<file path="config.mk">
export PLATFORM = sky130hd
export DESIGN_NAME = fetch_stage
export DESIGN_NICKNAME = d
export VERILOG_FILES = /design/src/rtl/mips_pkg.sv /design/src/rtl/pc_register.sv /design/src/rtl/fetch_stage.sv
export SDC_FILE = /design/constraint.sdc
export NUM_CORES = 1
export LEC_CHECK = 0
export BUFFER_PORTS_ARGS = -buffer_cell sky130_fd_sc_hd__clkbuf_2
export CAP_MARGIN = 0
export CORE_MARGIN = 4
export CORE_UTILIZATION = 40
export DETAILED_ROUTE_END_ITERATION = 6
export PLACE_DENSITY = 0.75
export SLEW_MARGIN = 20
export SYNTH_ARGS = -nofsm -noshare
export SYNTH_HDL_FRONTEND = slang
export SYNTH_HIERARCHICAL = 1
export SYNTH_SLANG_ARGS = --single-unit
</file>
<file path="constraint.sdc">
create_clock -name Clk -period 3.52 [get_ports Clk]
set_clock_uncertainty 0.15 [all_clocks]
set_input_delay 0.704 -clock Clk [delete_from_list [all_inputs] [get_ports Clk]]
set_output_delay 0.704 -clock Clk [all_outputs]
set_load 0.05 [all_outputs]
</file>
<file path="src/rtl/mips_pkg.sv">
`default_nettype none
// ============================================================================
//  mips_pkg : constants, types and helpers shared by the MIPS fetch datapath
//  Rev 1.0  : initial release
// ============================================================================
package mips_pkg;

  localparam int WORD_W      = 32;
  localparam int IMEM_IDX_HI = 8;
  localparam int IMEM_IDX_LO = 2;
  localparam int CNT_W_DEF   = 16;

  localparam logic [WORD_W-1:0] RESET_PC = 32'h0000_0000;
  // sll $0,$0,0
  localparam logic [WORD_W-1:0] NOP_WORD = 32'h0000_0000;
  localparam logic [WORD_W-1:0] PC_STEP  = 32'd4;

  typedef enum logic [1:0] {
    PC_SEQ      = 2'd0,
    PC_HOLD     = 2'd1,
    PC_REDIRECT = 2'd2
  } pc_sel_e;

  typedef struct packed {
    logic [WORD_W-1:0] instr;
    logic [WORD_W-1:0] pc_plus4;
    logic              valid;
  } ifid_t;

  function automatic logic [WORD_W-1:0] word_align(input logic [WORD_W-1:0] addr);
    return {addr[WORD_W-1:2], 2'b00};
  endfunction

endpackage
`default_nettype wire

</file>
<file path="src/rtl/pc_register.sv">
`default_nettype none
// ============================================================================
//  pc_register : program counter with redirect/stall priority and +4 adder
//  Rev 1.0     : initial release
// ============================================================================
module pc_register
  import mips_pkg::*;
#(
  parameter logic [31:0] RESET_PC = mips_pkg::RESET_PC
) (
  input  logic        Clk,
  input  logic        Reset,
  input  logic        Stall,
  input  logic        Redirect,
  input  logic [31:0] RedirectTarget,
  output logic [31:0] Pc,
  output logic [31:0] PcPlus4
);

  pc_sel_e     pc_sel;
  logic [31:0] pc_d;
  logic [31:0] pc_q;
  logic [31:0] pc_inc;

  // Redirect outranks Stall: a resolved branch makes the stalled fetch moot.
  always_comb begin
    pc_sel = PC_SEQ;
    if (Redirect) begin
      pc_sel = PC_REDIRECT;
    end else if (Stall) begin
      pc_sel = PC_HOLD;
    end
  end

  always_comb begin
    pc_inc = pc_q + PC_STEP;
    pc_d   = pc_inc;
    unique case (pc_sel)
      PC_REDIRECT: pc_d = word_align(RedirectTarget);
      PC_HOLD:     pc_d = pc_q;
      default:     pc_d = pc_inc;
    endcase
  end

  always_ff @(posedge Clk or posedge Reset) begin
    if (Reset) begin
      pc_q <= word_align(RESET_PC);
    end else begin
      pc_q <= pc_d;
    end
  end

  assign Pc      = pc_q;
  assign PcPlus4 = pc_inc;

endmodule
`default_nettype wire

</file>
<file path="src/rtl/fetch_stage.sv">
`default_nettype none
// ============================================================================
//  fetch_stage : MIPS instruction fetch, IF/ID pipeline register and counter
//  Rev 1.0     : initial release
// ============================================================================
module fetch_stage
  import mips_pkg::*;
#(
  parameter logic [31:0] RESET_PC  = mips_pkg::RESET_PC,
  parameter logic [31:0] NOP_WORD  = mips_pkg::NOP_WORD,
  parameter int          CNT_WIDTH = mips_pkg::CNT_W_DEF
) (
  input  logic                 Clk,
  input  logic                 Reset,
  input  logic                 Stall,
  input  logic                 Redirect,
  input  logic [31:0]          RedirectTarget,
  input  logic                 FlushIFID,
  output logic [31:0]          IMemAddress,
  input  logic [31:0]          IMemInstruction,
  output logic [31:0]          IFID_Instruction,
  output logic [31:0]          IFID_PCPlus4,
  output logic                 IFID_Valid,
  output logic [CNT_WIDTH-1:0] FetchCount
);

  localparam logic [CNT_WIDTH-1:0] CNT_MAX = '1;
  localparam logic [CNT_WIDTH-1:0] CNT_ONE = CNT_WIDTH'(1);

  logic [31:0]          pc;
  logic [31:0]          pc_plus4;
  ifid_t                ifid_d;
  ifid_t                ifid_q;
  logic [CNT_WIDTH-1:0] count_d;
  logic [CNT_WIDTH-1:0] count_q;
  logic                 load;

  pc_register #(
    .RESET_PC(RESET_PC)
  ) u_pc_register (
    .Clk           (Clk),
    .Reset         (Reset),
    .Stall         (Stall),
    .Redirect      (Redirect),
    .RedirectTarget(RedirectTarget),
    .Pc            (pc),
    .PcPlus4       (pc_plus4)
  );

  // Flush beats Stall; a Redirect alone still latches the wrong-path fetch.
  always_comb begin
    load   = !FlushIFID && !Stall;
    ifid_d = ifid_q;
    if (FlushIFID) begin
      ifid_d.instr    = NOP_WORD;
      ifid_d.pc_plus4 = '0;
      ifid_d.valid    = 1'b0;
    end else if (!Stall) begin
      ifid_d.instr    = IMemInstruction;
      ifid_d.pc_plus4 = pc_plus4;
      ifid_d.valid    = 1'b1;
    end
  end

  always_comb begin
    count_d = count_q;
    if (load && (count_q != CNT_MAX)) begin
      count_d = count_q + CNT_ONE;
    end
  end

  always_ff @(posedge Clk or posedge Reset) begin
    if (Reset) begin
      ifid_q.instr    <= NOP_WORD;
      ifid_q.pc_plus4 <= '0;
      ifid_q.valid    <= 1'b0;
      count_q         <= '0;
    end else begin
      ifid_q  <= ifid_d;
      count_q <= count_d;
    end
  end

  assign IMemAddress      = pc;
  assign IFID_Instruction = ifid_q.instr;
  assign IFID_PCPlus4     = ifid_q.pc_plus4;
  assign IFID_Valid       = ifid_q.valid;
  assign FetchCount       = count_q;

endmodule
`default_nettype wire

</file>
Word-level counts from Yosys, hierarchy flattened. Cells that the tools add are included.

Bits in registers: 113. Bits in latches: 0. RAM bits: 0. ROM bits: 0. Input port bits: 69. Output and inout bits: 113. Logic and storage cells: 20. Memories kept: 0.

Add/subtract/negate cells: 2. Multipliers: 0. Div/mod/pow operators: 0. Magnitude comparators: 0. Equal/unequal tests: 4. Shift-type cells: 0. Mux-type cells: 5. Bitwise gates (word level): 0. Reductions and logical operators: 4.

Operators by type and width (count): 2-to-1 mux 65 bit (2); case mux 32 bit (2 select lines) (1); adder 32 x 3 -> 32 bit (second input constant) (1); adder 16 x 1 -> 16 bit (second input constant) (1); != test 16 bit (second input constant) (1); == test 2 x 1 -> 1 bit (second input constant) (1); == test 2 bit (second input constant) (1); logical AND 1 bit (2); zero test 1 bit (2); 2-to-1 mux 2 bit (1); != test 2 x 1 -> 1 bit (second input constant) (1); 2-to-1 mux 1 bit (1).

Depth between registers and ports, before layout.
Depth in word-level cells: 4. Gate-level depth with buffers: 9. Mapped depth without buffers: 7.

Hierarchy. Netlist, hierarchy kept.

Modules (own cells, without submodules): fetch_stage (instances 1, cells each 287, area an instance 3444.6 um^2, sequential area each 2026.9 um^2); pc_register (instances 1, cells each 299, area an instance 2411.1 um^2, sequential area each 750.7 um^2).

Worst setup path after synthesis. Ideal clock, no wire load.

Path kind: register to register. Start: register u_pc_register.pc_q[2] (netlist: u_pc_register/Pc[2]). End: register u_pc_register.pc_q[20] (netlist: u_pc_register/Pc[20]). Setup time: 70 ps. Data arrival time: 2281 ps. Data required time: 3300 ps. Slack: 1019 ps. Cell stages (with the launch flop): 6. Path buffers: 0. Period minus slack after synthesis: 2501 ps. Cells stage by stage: dfrtp_1 -> ha_1 -> nand3_2 -> or4_4 -> or4_1 -> nand3_1.

Cells in the longest elaborated chain, start to end: 2.

RTL lines: from (decl) (RTL line pc_register.sv:22) `logic [31:0] pc_q;`; from (signal assigned) (RTL line pc_register.sv:47) `pc_q <= word_align(RESET_PC);`; from (signal assigned) (RTL line pc_register.sv:49) `pc_q <= pc_d;`; adder 32 x 3 -> 32 bit (RTL line pc_register.sv:36) `pc_inc = pc_q + PC_STEP;`; case mux 32 bit (2 select lines) (RTL line pc_register.sv:38) `unique case (pc_sel)`.

No other way between the ends. A chain may end at the register's enable or synchronous reset.

Worst setup path after layout.
Start: register u_pc_register.pc_q[2] (netlist: u_pc_register/Pc[2]). End: register ifid_q (netlist bit IFID_PCPlus4[24]).

Cells in the longest elaborated chain, start to end: 3.

RTL lines: adder 32 x 3 -> 32 bit (RTL line pc_register.sv:36); net pc_plus4[24] (RTL line fetch_stage.sv:31) `logic [31:0] pc_plus4;`; 2-to-1 mux 65 bit (RTL line fetch_stage.sv:58) `end else if (!Stall) begin`; 2-to-1 mux 65 bit (RTL line fetch_stage.sv:54) `if (FlushIFID) begin`; to (signal assigned) (RTL line fetch_stage.sv:79) `ifid_q <= ifid_d;`; to (decl) (RTL line fetch_stage.sv:33) `ifid_t ifid_q;`.

The timed path passes the listed nets, and every way through them passes these cells. The select of a mux whose other input is x is not followed.

==> impl_metrics.tcl <==
set metrics [dict create \
    status "complete, no violations" \
    avgViaCountPerCell 5.155 \
    grt_pass1_vias 4362 \
    crit_type "flop to flop" \
    p_int_w 0.002208 \
    placementRows 43 \
    cts_tree "built" \
    synthCells 586 \
    dp_hpwl_um 10690 \
    htree_num_levels 3 \
    rr_worst_depth 7 \
    area_growth_pct 21.32 \
    drcViolationCount 0 \
    core_sq_um 14100 \
    synth-edff-count 0 \
    hold_viol_final 0 \
    p_clk_share_pct 29.4 \
    grt_max_degree 66 \
    clk_latency_ns 0.35 \
    final.setup.tns_ns 0 \
    critPathArrivalTime_ns 2.69 \
    period_minus_slack_ns 2.625 \
    dp.cells 905 \
    die-width_um 129.0 \
    detail-route-antenna-nets 0 \
    dieArea_sq_um 16640 \
    crit_start "u_pc_register/Pc[2]$_DFFE_PP0P_" \
    ys_seq_area_share_pct 47.44 \
    synth.top_cells.by_count "dfrtp_1 (111), nor2_1 (90), mux2i_1 (65), nand2_1 (45), xnor2_1 (35)" \
    start_util_pct 41.54 \
    drv_slew 0 \
    drive_gt1_share_pct 29.73 \
    grt_usage_pct 17.45 \
    hold_path.class "primary input to async pin" \
    cp-end-kind "flop" \
    antenna_found_initial 0 \
    cts.repair.resized 0 \
    numPortBuffers 177 \
    path_max_fanout 12 \
    synth_area_per_cell_sq_um 9.993 \
    peakVddDrop_mv 0.2463 \
    synth-seq-cells 111 \
    clk_path_buf_depth 2 \
    drt_iter0_drc 327 \
    maxSlewHeadroom_pct 39.35 \
    power_switching_share_pct 36.71 \
    seqPwrFrac_pct 44.0 \
    grt_remaining_overflow 0 \
    final_cells 920 \
    place_congestion 0.8048 \
    synth_top_area_share_pct 47.44 \
    vias 4743 \
    rsz0062_at_grt "no" \
    routed_wl_um 14590 \
    yosys.area.top_type "dfrtp_1" \
    yosysWarnings 6 \
    synth.area.top_cells "dfrtp_1 (47%), mux2i_1 (11%), nor2_1 (5.8%), xnor2_1 (5.2%), nand2_1 (2.9%)" \
    total_power_w 0.003488 \
    die_h_um 129.0 \
    post-cts-setup-buffers 0 \
    drt-wirelength-per-cell_um 15.86 \
    start_kind "flop" \
    period_share_pct 74.57 \
    cts_hold_buf 0 \
    cap_violations 0 \
    p_leak_nw 3.550 \
    grt_pass1_wl_um 23160 \
    antenna_cells 0 \
    reg2reg_from "u_pc_register/Pc[2]$_DFFE_PP0P_" \
    power_density_nw_per_um2 491.0 \
    numCtsBuffers 9 \
    ff2ff_setup_slack_ns 0.90 \
    power.net_switching_w 0.001281 \
    power_frac_comb_pct 26.6 \
    io_pins 182 \
    yosysUniqueCellTypes 61 \
    fillers 1339 \
    synth-async-reset-ratio_pct 100.0 \
    netlist_area_sq_um 5856 \
    setup_viol 0 \
    cts_sinks 111 \
    crit_required_ns 3.58 \
    dr.pass1.iters 4 \
    worst_pin_slew_ns 0.9086 \
    clock.fmax_mhz 381.0 \
    cts_root_buf "clkbuf_16" \
    clk_pin_slew_ns 0.07 \
    final_nets 807 \
    yosysMostFrequentCell "dfrtp_1" \
    synth-main-ff-cell "dfrtp_1" \
]
-- path summary, 6_finish.rpt --
kind	endpoint
setup / recovery	IFID_PCPlus4[24]$_DFFE_PP0P_
hold / removal	u_pc_register/Pc[2]$_DFFE_PP0P_
hold reg to reg	FetchCount[14]$_DFFE_PP0P_
setup reg to reg	IFID_PCPlus4[24]$_DFFE_PP0P_
max in group asynchronous	IFID_PCPlus4[19]$_DFFE_PP0P_
min in group Clk	FetchCount[14]$_DFFE_PP0P_
-- kinds of logic (layout without fill, tap and decap cells) --
group,after synthesis,count (layout),share of synthesized area [%]
other,1,4,0.06404
DFF,111,111,47.44
muxes,67,67,11.50
adders and majority gates,2,2,0.4273
buffers and inverters,60,211,4.637
xor gates and xnor gates,53,53,7.927
and+or+nand+nor,245,245,22.80
AOI/OAI and AO/OA,47,47,5.214
-- worst max-delay path, stage by stage, from the launching register on --
cell and delay (ns):
dfrtp_1 0.51, ha_1 0.28, nand3_2 0.32, nor4_4 0.71
nand3_1 0.17, xnor2_1 0.16, mux2i_1 0.13, nor2_1 0.05
-- sequential cells by signal, indices dropped and copies added, names as in the netlist --
register and flops:
FetchCount 16, IFID_Instruction 32, IFID_PCPlus4 32, IFID_Valid 1, u_pc_register/Pc 30
-- power by group through the flow --
stage          Combinational, W  Clock (W)  Sequential [W]
2_1_floorplan          0.000335          0         0.00191
3_3_place_gp           0.000927          0         0.00156
3_5_place_dp           0.000937          0         0.00156
4_1_cts                0.000939    0.00106         0.00154
5_1_grt                0.000992    0.00112         0.00156
6_report               0.000928    0.00102         0.00154
-- metrics by stage --
stage                     cell area [sq um]  hold WS, ns  worst slack [ns]  utilization (%)
after global routing                   7104       0.3134            0.6790            50.40
after floorplan                        5867       0.6014            0.5859                -
after global placement                 6808       0.3365            0.8918            48.30
after CTS                              7104       0.2878            0.8566            50.40
final                                  7104       0.2894            0.8951            50.40
after detailed placement               6808       0.3553            0.8732            48.30
-- metal layers --
layer / up-vias / GRT usage [%] / routed length, um
met1: 2254 / 24.41 / 6609
met4: 0 / 4.756 / 192
met3: 15 / 4.317 / 921
met2: 151 / 27.13 / 6869
met5: - / 0 / 0
li1: 2323 / - / -
-- cells in the final DEF (no fill, tap or decap), types with 2 or more instances in the layout --
master / count
nor4_2: 2
and2_1: 4
a21oi_1: 6
a311o_1: 3
nand3b_1: 2
conb_1: 4
or4_1: 3
xor2_1: 18
nor4_1: 6
ha_1: 2
nor2_1: 90
nand3_1: 23
buf_4: 8
mux2i_1: 65
mux2_1: 2
xnor2_1: 35
o31ai_1: 3
o41ai_1: 2
or3_1: 2
a31oi_1: 8
and4_1: 3
nor3_1: 10
nand2_1: 45
nand3_2: 5
or4_4: 2
inv_1: 11
nand4_1: 20
and3_1: 4
clkbuf_2: 176
nand4_2: 3
nor4_4: 3
dfrtp_1: 111
clkinvlp_4: 2
o311ai_0: 2
o21ai_0: 16
clkbuf_16: 9
a211o_1: 2
nor2b_1: 2
-- layout make-up --
cell class	instances	area, sq um	area share, %
flip-flops and latches	111	2778	39.10
inverters	12	46.29	0.6516
clock buffers	11	242.7	3.417
multi-input cells	418	2818	39.66
well taps	180	225.2	3.170
clock inverters	4	53.80	0.7573
repair buffers	184	940.9	13.24
Note: power is estimated with default switching activity, not from simulation.
